--- config.mk ---
export PLATFORM = sky130hd
export DESIGN_NAME = demulti_latch_flat
export DESIGN_NICKNAME = d
export VERILOG_FILES = /design/src/rtl/demulti_latch_if.sv /design/src/rtl/demulti_latch.sv /design/src/flat_wrapper.sv
export SDC_FILE = /design/constraint.sdc
export NUM_CORES = 1
export LEC_CHECK = 0
export CAP_MARGIN = 20
export CORE_ASPECT_RATIO = 0.5
export CORE_MARGIN = 5
export CORE_UTILIZATION = 40
export CTS_BUF_LIST = sky130_fd_sc_hd__clkbuf_16
export DETAILED_ROUTE_END_ITERATION = 8
export PLACE_DENSITY = 0.7
export RECOVER_POWER = 100
export REMOVE_ABC_BUFFERS = 1
export SLEW_MARGIN = 15
export SYNTH_ARGS = -nofsm -noshare
export SYNTH_HDL_FRONTEND = slang
export SYNTH_SLANG_ARGS = --single-unit
--- constraint.sdc ---
create_clock -name clk -period 2.3 [get_ports clk]
set_clock_uncertainty 0.15 [all_clocks]
set_input_delay 0.575 -clock clk [delete_from_list [all_inputs] [get_ports clk]]
set_output_delay 0.575 -clock clk [all_outputs]
set_load 0.1 [all_outputs]
--- src/rtl/demulti_latch_if.sv ---
// Write/clear request channel into the demulti_latch entry bank.
interface demulti_latch_if #(
    parameter int SEL_WID  = 4,
    parameter int DATA_WID = 32
) ();
    logic [SEL_WID-1:0]  sel;
    logic [DATA_WID-1:0] din;
    logic                wr_valid;
    logic                wr_ready;
    logic                clr_all;

    modport master (
        output sel,
        output din,
        output wr_valid,
        output clr_all,
        input  wr_ready
    );

    modport slave (
        input  sel,
        input  din,
        input  wr_valid,
        input  clr_all,
        output wr_ready
    );
endinterface

--- src/rtl/demulti_latch.sv ---
// Sixteen-entry registered demultiplexer: single writes land in out[sel], and a
// clr_all request walks a counter through the entries zeroing one per cycle.
module demulti_latch #(
    parameter int SEL_WID  = 4,
    parameter int DATA_WID = 32
) (
    input  logic                clk,
    input  logic                rst,
    demulti_latch_if.slave      wr_if,
    output logic [DATA_WID-1:0] out0,
    output logic [DATA_WID-1:0] out1,
    output logic [DATA_WID-1:0] out2,
    output logic [DATA_WID-1:0] out3,
    output logic [DATA_WID-1:0] out4,
    output logic [DATA_WID-1:0] out5,
    output logic [DATA_WID-1:0] out6,
    output logic [DATA_WID-1:0] out7,
    output logic [DATA_WID-1:0] out8,
    output logic [DATA_WID-1:0] out9,
    output logic [DATA_WID-1:0] out10,
    output logic [DATA_WID-1:0] out11,
    output logic [DATA_WID-1:0] out12,
    output logic [DATA_WID-1:0] out13,
    output logic [DATA_WID-1:0] out14,
    output logic [DATA_WID-1:0] out15,
    output logic [15:0]         out_upd,
    output logic                busy
);
    localparam int N_ENT = 16;

    typedef enum logic {
        IDLE  = 1'b0,
        CLEAR = 1'b1
    } state_e;

    state_e              state_q, state_d;
    logic [SEL_WID-1:0]  cnt_q, cnt_d;
    logic [DATA_WID-1:0] data_q [N_ENT];
    logic [DATA_WID-1:0] data_d [N_ENT];
    logic [15:0]         upd_q, upd_d;
    logic                wr_ready;
    logic                wr_fire;

    // A clear request blocks writes in the same cycle so the two never collide.
    assign wr_ready       = (state_q == IDLE) && !wr_if.clr_all && !rst;
    assign wr_if.wr_ready = wr_ready;
    assign wr_fire        = wr_if.wr_valid && wr_ready;

    always_comb begin
        // NOTE: every next-state signal gets its hold value first, so no path
        // through the case leaves one unassigned and no latch is inferred.
        state_d = state_q;
        cnt_d   = cnt_q;
        data_d  = data_q;
        upd_d   = '0;

        unique case (state_q)
            IDLE: begin
                if (wr_if.clr_all) begin
                    state_d = CLEAR;
                    cnt_d   = '0;
                end else if (wr_fire) begin
                    data_d[wr_if.sel] = wr_if.din;
                    upd_d[wr_if.sel]  = 1'b1;
                end
            end

            CLEAR: begin
                data_d[cnt_q] = '0;
                upd_d[cnt_q]  = 1'b1;
                if (cnt_q == SEL_WID'(N_ENT - 1)) begin
                    state_d = IDLE;
                    cnt_d   = '0;
                end else begin
                    cnt_d = cnt_q + SEL_WID'(1);
                end
            end

            default: begin
                state_d = IDLE;
                cnt_d   = '0;
            end
        endcase
    end

    always_ff @(posedge clk) begin
        if (rst) begin
            state_q <= IDLE;
            cnt_q   <= '0;
            upd_q   <= '0;
            // NOTE: the entry array is reset because its contents are visible
            // outputs that must read zero after reset, not scratch storage.
            for (int i = 0; i < N_ENT; i++) begin
                data_q[i] <= '0;
            end
        end else begin
            state_q <= state_d;
            cnt_q   <= cnt_d;
            upd_q   <= upd_d;
            for (int i = 0; i < N_ENT; i++) begin
                data_q[i] <= data_d[i];
            end
        end
    end

    assign busy    = (state_q == CLEAR);
    assign out_upd = upd_q;

    assign out0  = data_q[0];
    assign out1  = data_q[1];
    assign out2  = data_q[2];
    assign out3  = data_q[3];
    assign out4  = data_q[4];
    assign out5  = data_q[5];
    assign out6  = data_q[6];
    assign out7  = data_q[7];
    assign out8  = data_q[8];
    assign out9  = data_q[9];
    assign out10 = data_q[10];
    assign out11 = data_q[11];
    assign out12 = data_q[12];
    assign out13 = data_q[13];
    assign out14 = data_q[14];
    assign out15 = data_q[15];
endmodule

--- src/flat_wrapper.sv ---
// flat-port wrapper written by rule: the top's interface ports become plain ports
module demulti_latch_flat 
#(
    parameter int SEL_WID  = 4,
    parameter int DATA_WID = 32
)
  (clk, rst, out0, out1, out2, out3, out4, out5, out6, out7, out8, out9, out10, out11, out12, out13, out14, out15, out_upd, busy, wr_if_sel, wr_if_din, wr_if_wr_valid, wr_if_clr_all, wr_if_wr_ready);
  demulti_latch_if #(.SEL_WID(SEL_WID), .DATA_WID(DATA_WID)) wr_if_i ();
  input  logic clk;
  input  logic rst;
  output logic [DATA_WID-1:0] out0;
  output logic [DATA_WID-1:0] out1;
  output logic [DATA_WID-1:0] out2;
  output logic [DATA_WID-1:0] out3;
  output logic [DATA_WID-1:0] out4;
  output logic [DATA_WID-1:0] out5;
  output logic [DATA_WID-1:0] out6;
  output logic [DATA_WID-1:0] out7;
  output logic [DATA_WID-1:0] out8;
  output logic [DATA_WID-1:0] out9;
  output logic [DATA_WID-1:0] out10;
  output logic [DATA_WID-1:0] out11;
  output logic [DATA_WID-1:0] out12;
  output logic [DATA_WID-1:0] out13;
  output logic [DATA_WID-1:0] out14;
  output logic [DATA_WID-1:0] out15;
  output logic [15:0] out_upd;
  output logic busy;
  input wire logic [$bits(wr_if_i.sel)-1:0] wr_if_sel;
  input wire logic [$bits(wr_if_i.din)-1:0] wr_if_din;
  input wire logic [$bits(wr_if_i.wr_valid)-1:0] wr_if_wr_valid;
  input wire logic [$bits(wr_if_i.clr_all)-1:0] wr_if_clr_all;
  output wire logic [$bits(wr_if_i.wr_ready)-1:0] wr_if_wr_ready;
  assign wr_if_i.sel = wr_if_sel;
  assign wr_if_i.din = wr_if_din;
  assign wr_if_i.wr_valid = wr_if_wr_valid;
  assign wr_if_i.clr_all = wr_if_clr_all;
  assign wr_if_wr_ready = wr_if_i.wr_ready;
  demulti_latch #(.SEL_WID(SEL_WID), .DATA_WID(DATA_WID)) u_core (.clk(clk), .rst(rst), .wr_if(wr_if_i), .out0(out0), .out1(out1), .out2(out2), .out3(out3), .out4(out4), .out5(out5), .out6(out6), .out7(out7), .out8(out8), .out9(out9), .out10(out10), .out11(out11), .out12(out12), .out13(out13), .out14(out14), .out15(out15), .out_upd(out_upd), .busy(busy));
endmodule
# [After elaboration in Yosys (flattened, before gate mapping)]
# Index checks and enable logic that the tools add are counted.
[op_classes] eq_ne=4 mux=21 n_reduce_logical=10 magnitude_cmp=8 add_sub_neg=1 bitwise=5
[ops] cell="$mux W512" n=2
[ops] cell="$pmux W512 S2" n=1
[ops] cell="$and A512 B512 Y512" n=1
[ops] cell="$bwmux W512" n=1
[ops] cell="$not A512 Y512" n=1
[ops] cell="$demux W32 S4" n=2
[ops] cell="$mux W32" n=2
[ops] cell="$mux W16" n=2
[ops] cell="$pmux W16 S2" n=1
[ops] cell="$ge A5 B5 Y1 const B" n=2
[ops] cell="$lt A4 B5 Y1 const B" n=2
[ops] cell="$lt A5 B1 Y1 const B" n=2
[ops] cell="$not A4 Y5" n=2
[ops] cell="$demux W1 S4" n=2
[ops] cell="$ge A4 B1 Y1 const B" n=2
[ops] cell="$mux W4" n=2
[ops] cell="$pmux W4 S2" n=1
[ops] cell="$logic_and A1 B1 Y1" n=7
[ops] cell="$add A4 B1 Y4 const B" n=1
[ops] cell="$eq A4 B4 Y1 const B" n=1
[ops] cell="$mux W1" n=4
[ops] cell="$ne A2 B2 Y1 const B" n=2
[ops] cell="$logic_not A1 Y1" n=2
[ops] cell="$ne A2 B1 Y1 const B" n=1
[ops] cell="3 further kinds" n=3
[word_totals] ff_bits=533 in_bits=40 output_inout_bits=530 word_cells=68

# [Depth between registers and ports, before layout]
[depth] depth_word=9 depth_mapped=7 depth_no_buf=5

# [Least setup slack after synthesis]
# No wires, ideal clock.
[synth_path] kind="register to output" start="register u_core.state_q (netlist: u_core.busy)" end="output port wr_if_wr_ready" n_path_buf=3 t_arrival_ns=3.506 setup_slack_ns=-1.931 stages_incl_launch_ff=5 required_time_ns=1.575 path_cell_list="dfxtp_1 -> clkbuf_1 -> clkbuf_1 -> buf_1 -> nor3_1"
[synth_between] elab_chain_cells=3
[synth_rtl] item="start: declaration" line="demulti_latch.sv:36" source="state_e state_q, state_d;"
[synth_rtl] item="start signal: assignment" line="demulti_latch.sv:97" source="state_q <= state_d;"
[synth_rtl] item="$not A1 Y1"
[synth_rtl] item="$logic_and A1 B1 Y1 (2 in a row)" line="demulti_latch.sv:45" source="assign wr_ready = (state_q == IDLE) && !wr_if.clr_all && !rst;"
[synth_rtl] item="end: declaration" line="flat_wrapper.sv:33" source="output wire logic [$bits(wr_if_i.wr_ready)-1:0] wr_if_wr_ready;"
# No other way between the ends.

# [Worst setup path in the final report]
[layout_path] start="input port wr_if_wr_valid" end="register u_core.data_q, in the netlist u_core.out11[22]"
[layout_between] elab_chain_cells=3
[layout_rtl] item="start: declaration" line="flat_wrapper.sv:31" source="input wire logic [$bits(wr_if_i.wr_valid)-1:0] wr_if_wr_valid;"
[layout_rtl] item="$logic_and A1 B1 Y1" line="demulti_latch.sv:47" source="assign wr_fire = wr_if.wr_valid && wr_ready;"
[layout_rtl] item="$ne A2 B1 Y1 (no line)"
[layout_rtl] item="$reduce_and A2 Y1 (no line)"
[layout_rtl] item="end signal: indexed assignment" line="demulti_latch.sv:101" source="data_q[i] <= data_d[i];"
[layout_rtl] item="end: declaration" line="demulti_latch.sv:38" source="logic [DATA_WID-1:0] data_q [N_ENT];"
# No other way between the ends.
# A chain may end at the register's enable or synchronous reset.

==> results list <==
- Root buffer selected by CTS: sky130_fd_sc_hd__clkbuf_16
- Once detailed placement completed, the half-perimeter wirelength came to 59,500 µm.
- The finished layout holds 3,176 standard cells, fillers aside.
- STA classifies the critical path endpoint as a flip-flop.
- Remaining max-slew budget at the tightest pin: 58.5%
* Global-route total usage across every layer: 30.0%
- After synthesis, flip-flops and latches occupy 54.0% of the total area.
* Worst hold path type: reg2reg
- Counting every instance in the synthesized netlist gives 1,926.
- The slowest stage of the critical path is the sky130_fd_sc_hd__or4b_4 cell.
- Setup TNS after final layout: -0.455 ns
- Yosys reg bits: 533
- At the pin with the least slew margin, the transition time is 0.613 ns.
- Final cycle utilization of the critical path: 101%
- Total leakage power: 0.0116 µW
* Final min period: 2.33 ns
- TritonCTS built the clock tree.
- Wire length after detailed routing: 87,200 µm
* Die extent in x: 324 µm
* Post-synthesis average cell area: 10.3 µm²
- For the worst setup path, the data arrival time is 2.65 ns.
- Using the TritonRoute via totals, the vias-per-cell ratio works out to 6.08.
- Number of nets with antenna violations after detailed routing: 0
* Final setup violation count: 18
- Initial antenna violation count: 5
- Routability cong.: 0.875
- The Yosys step of the flow raised 0 warnings.
- met2 is the most crowded layer.
- Data required time at the worst endpoint: 2.62 ns
- Number of I/O port buffers: 569
* Number of global-route vias before repair: 18.2k
- From synthesis to final layout, the design area changed by 35.5%.
* Critical Path Start Type: input port
- Router iterations before antenna repair: 5
- IR analysis of the VDD net gives a maximum drop of 0.000562 V.
- For this run the aggregate overflow at the end of global routing stands at 0.
- Clk_lat worst skew: 0.58 ns
- Met3 track demand over resource: 5.66%
- Met2 usage in global routing: 50.9%
* Share of post-route cells with drive strength above 1: 36.9%
- Maximum number of pins on one net before global-route repair: 95
- After detailed routing, the average wire length per cell comes to 27.5 µm.
* DR iter-0 viols: 1,947
- CTS HTree Levels: 2
- Across all layers, the routed design uses 19.3k vias.
- Mapped cell area: 0.0198 mm²
- 570 I/O pins were placed.
* Power per cell area: 697 mW/mm²
- Worst-case reg-to-reg path depth: 5
- The finished cells cover 0.0268 mm².
- Synth cell types: 44
- Max-cap violations in this run came to 0.
- Number of max-slew violations in the final report: 0
- Fmax: 429 MHz
* Final hold viol count: 0
- Leading cell type in the layout, fill and taps excluded: sky130_fd_sc_hd__dfxtp_1
- Worst Slack Setup Final: -0.0322 ns
- In the layout the commonest cells are sky130_fd_sc_hd__dfxtp_1, sky130_fd_sc_hd__clkbuf_2, sky130_fd_sc_hd__a32o_1.
* CP peak stage delay: 0.58 ns
- Setup repair after global routing could not meet its margin everywhere.
* Clock transition at path regs: 0.07 ns
- Global routing consumed, on the met1 layer, 35.9% of the routing resources.
* Final nets: 2,531
- Once the floorplan was initialized, standard cells occupied 40.6% of the core.
- Post-place instance area: 0.0262 mm²
* Cell depth of the worst hold path: 2
* Largest buffer count on any clock path: 3
- The critical path goes through clkdlybuf4s50_1, or4b_4, or3_4, clkbuf_16, a31o_4.
- In this run the worst path has a maximum fanout of 8.
- In this run the vertical extent of the chip is 167 µm.
- First-pass GRT wire length: 124,000 µm
- Core Rows: 57
- Clock tree synthesis inserted a total of 49 buffers.
* Post-Place Cells: 3,070
* Die footprint: 0.0542 mm²
- The final reports fail on negative setup slack.
- The tree built by TritonCTS fans out to 533 sinks.
- The critical path is of the in2reg type.
- After detailed routing, the number of remaining DRC violations is 0.
- The design draws 18,600 µW.
- The run finished, with violations left.
* Core region area: 0.0487 mm²
==> cells by family after synthesis <==
kind of cell / count (synthesis) / synth area share, %
AOI/OAI and AO/OA: 580 / 22.5
buffers and inverters: 290 / 5.96
and+or+nand+nor: 406 / 11.5
muxes: 113 / 5.73
adders and majority gates: 4 / 0.253
DFF: 533 / 54.0
==> flip-flops by register name, indices dropped and copies added, names as in the netlist, 16 cells and up <==
register,flops
u_core.out0,32
u_core.out1,32
u_core.out10,32
u_core.out11,32
u_core.out12,32
u_core.out13,32
u_core.out14,32
u_core.out15,32
u_core.out2,32
u_core.out3,32
u_core.out4,32
u_core.out5,32
u_core.out6,32
u_core.out7,32
u_core.out8,32
u_core.out9,32
u_core.out_upd,16
==> area by class of cell <==
class	count	area, µm²
Sequential cell	533	10700
Fill cell	4528	21900
Timing Repair Buffer	778	5390
Clock inverter	35	166
Antenna cell	5	12.5
Clock buffer	51	1280
Multi-Input combinational cell	1104	8360
Inverter	21	78.8
Tap cell	649	812
==> path summary, 6_finish.rpt <==
kind | end | slack (ns) | from
setup reg to reg | u_core.out11[22] | -0.02 | u_core.busy
hold / removal | u_core.out13[9] | 0.31 | u_core.out13[9]
setup / recovery | u_core.out11[22] | -0.03 | wr_if_wr_valid
hold reg to reg | u_core.out13[9] | 0.31 | u_core.out13[9]
==> synthesized netlist by cell type, drive strengths merged <==
library cell	instances	area, µm²
a211oi	86	646
a21oi	147	736
a31o	98	858
a32o	160	1600
a41o	1	10.0
a41oi	2	17.5
and2	7	43.8
and3b	1	8.76
and4b	3	30.0
buf	54	287
clkbuf	215	812
dfxtp	533	10700
ha	4	50.1
inv	21	78.8
mux2i	113	1130
nand2	42	158
nand2b	36	225
nand3	116	581
nand4	3	18.8
nand4b	3	26.3
nand4bb	1	11.3
nor2	39	146
nor2b	2	12.5
nor3	3	20.0
nor3b	1	7.51
nor4	97	607
nor4b	4	41.3
nor4bb	4	40.0
o211ai	32	240
o21a	4	30.0
o21ai	34	170
o31a	16	140
or2	2	12.5
or3	38	238
or4	2	22.5
or4b	1	13.8
or4bb	1	11.3
==> metrics by stage <==
stage | utilization (%) | setup WS (ns) | hold WS [ns]
6_report | 54.9 | -0.0322 | 0.309
3_5_place_dp | 53.7 | -0.599 | 0.305
2_1_floorplan | - | -12.35 | 0.365
5_1_grt | 54.9 | -0.0776 | 0.330
3_3_place_gp | 53.7 | -0.598 | 0.297
4_1_cts | 57.0 | -0.0895 | 0.313
==> what timing repair did <==
action	in CTS	in global routing
pin swaps	4	30
setup buffers	3	4
gates resized for setup	9	47
hold buffers	0	0
setup endpoints to repair	33	183
gates cloned	2	6
hold endpoints to repair	0	0
==> per-layer routing <==
layer	routed length, µm	vias up	share of wire [%]
li1	-	8428	-
met1	33200	9689	38
met2	41800	903	48
met3	5790	301	6.6
met4	6420	2	7.4
met5	13	-	0.015
==> power breakdown <==
part	internal (µW)	switching, µW	total (µW)
clock	4000	3680	7680
combinational	486	1200	1690
sequential	9260	22.9	9280
total	13700	4900	18600
==> worst max-delay path, delay by kind of cell <==
kind | cells | cell delay (ns)
buffers and inverters | 2 | 0.76
AOI/OAI and AO/OA | 1 | 0.23
and+or+nand+nor | 2 | 1.07
(Power assumes the default switching activity.)
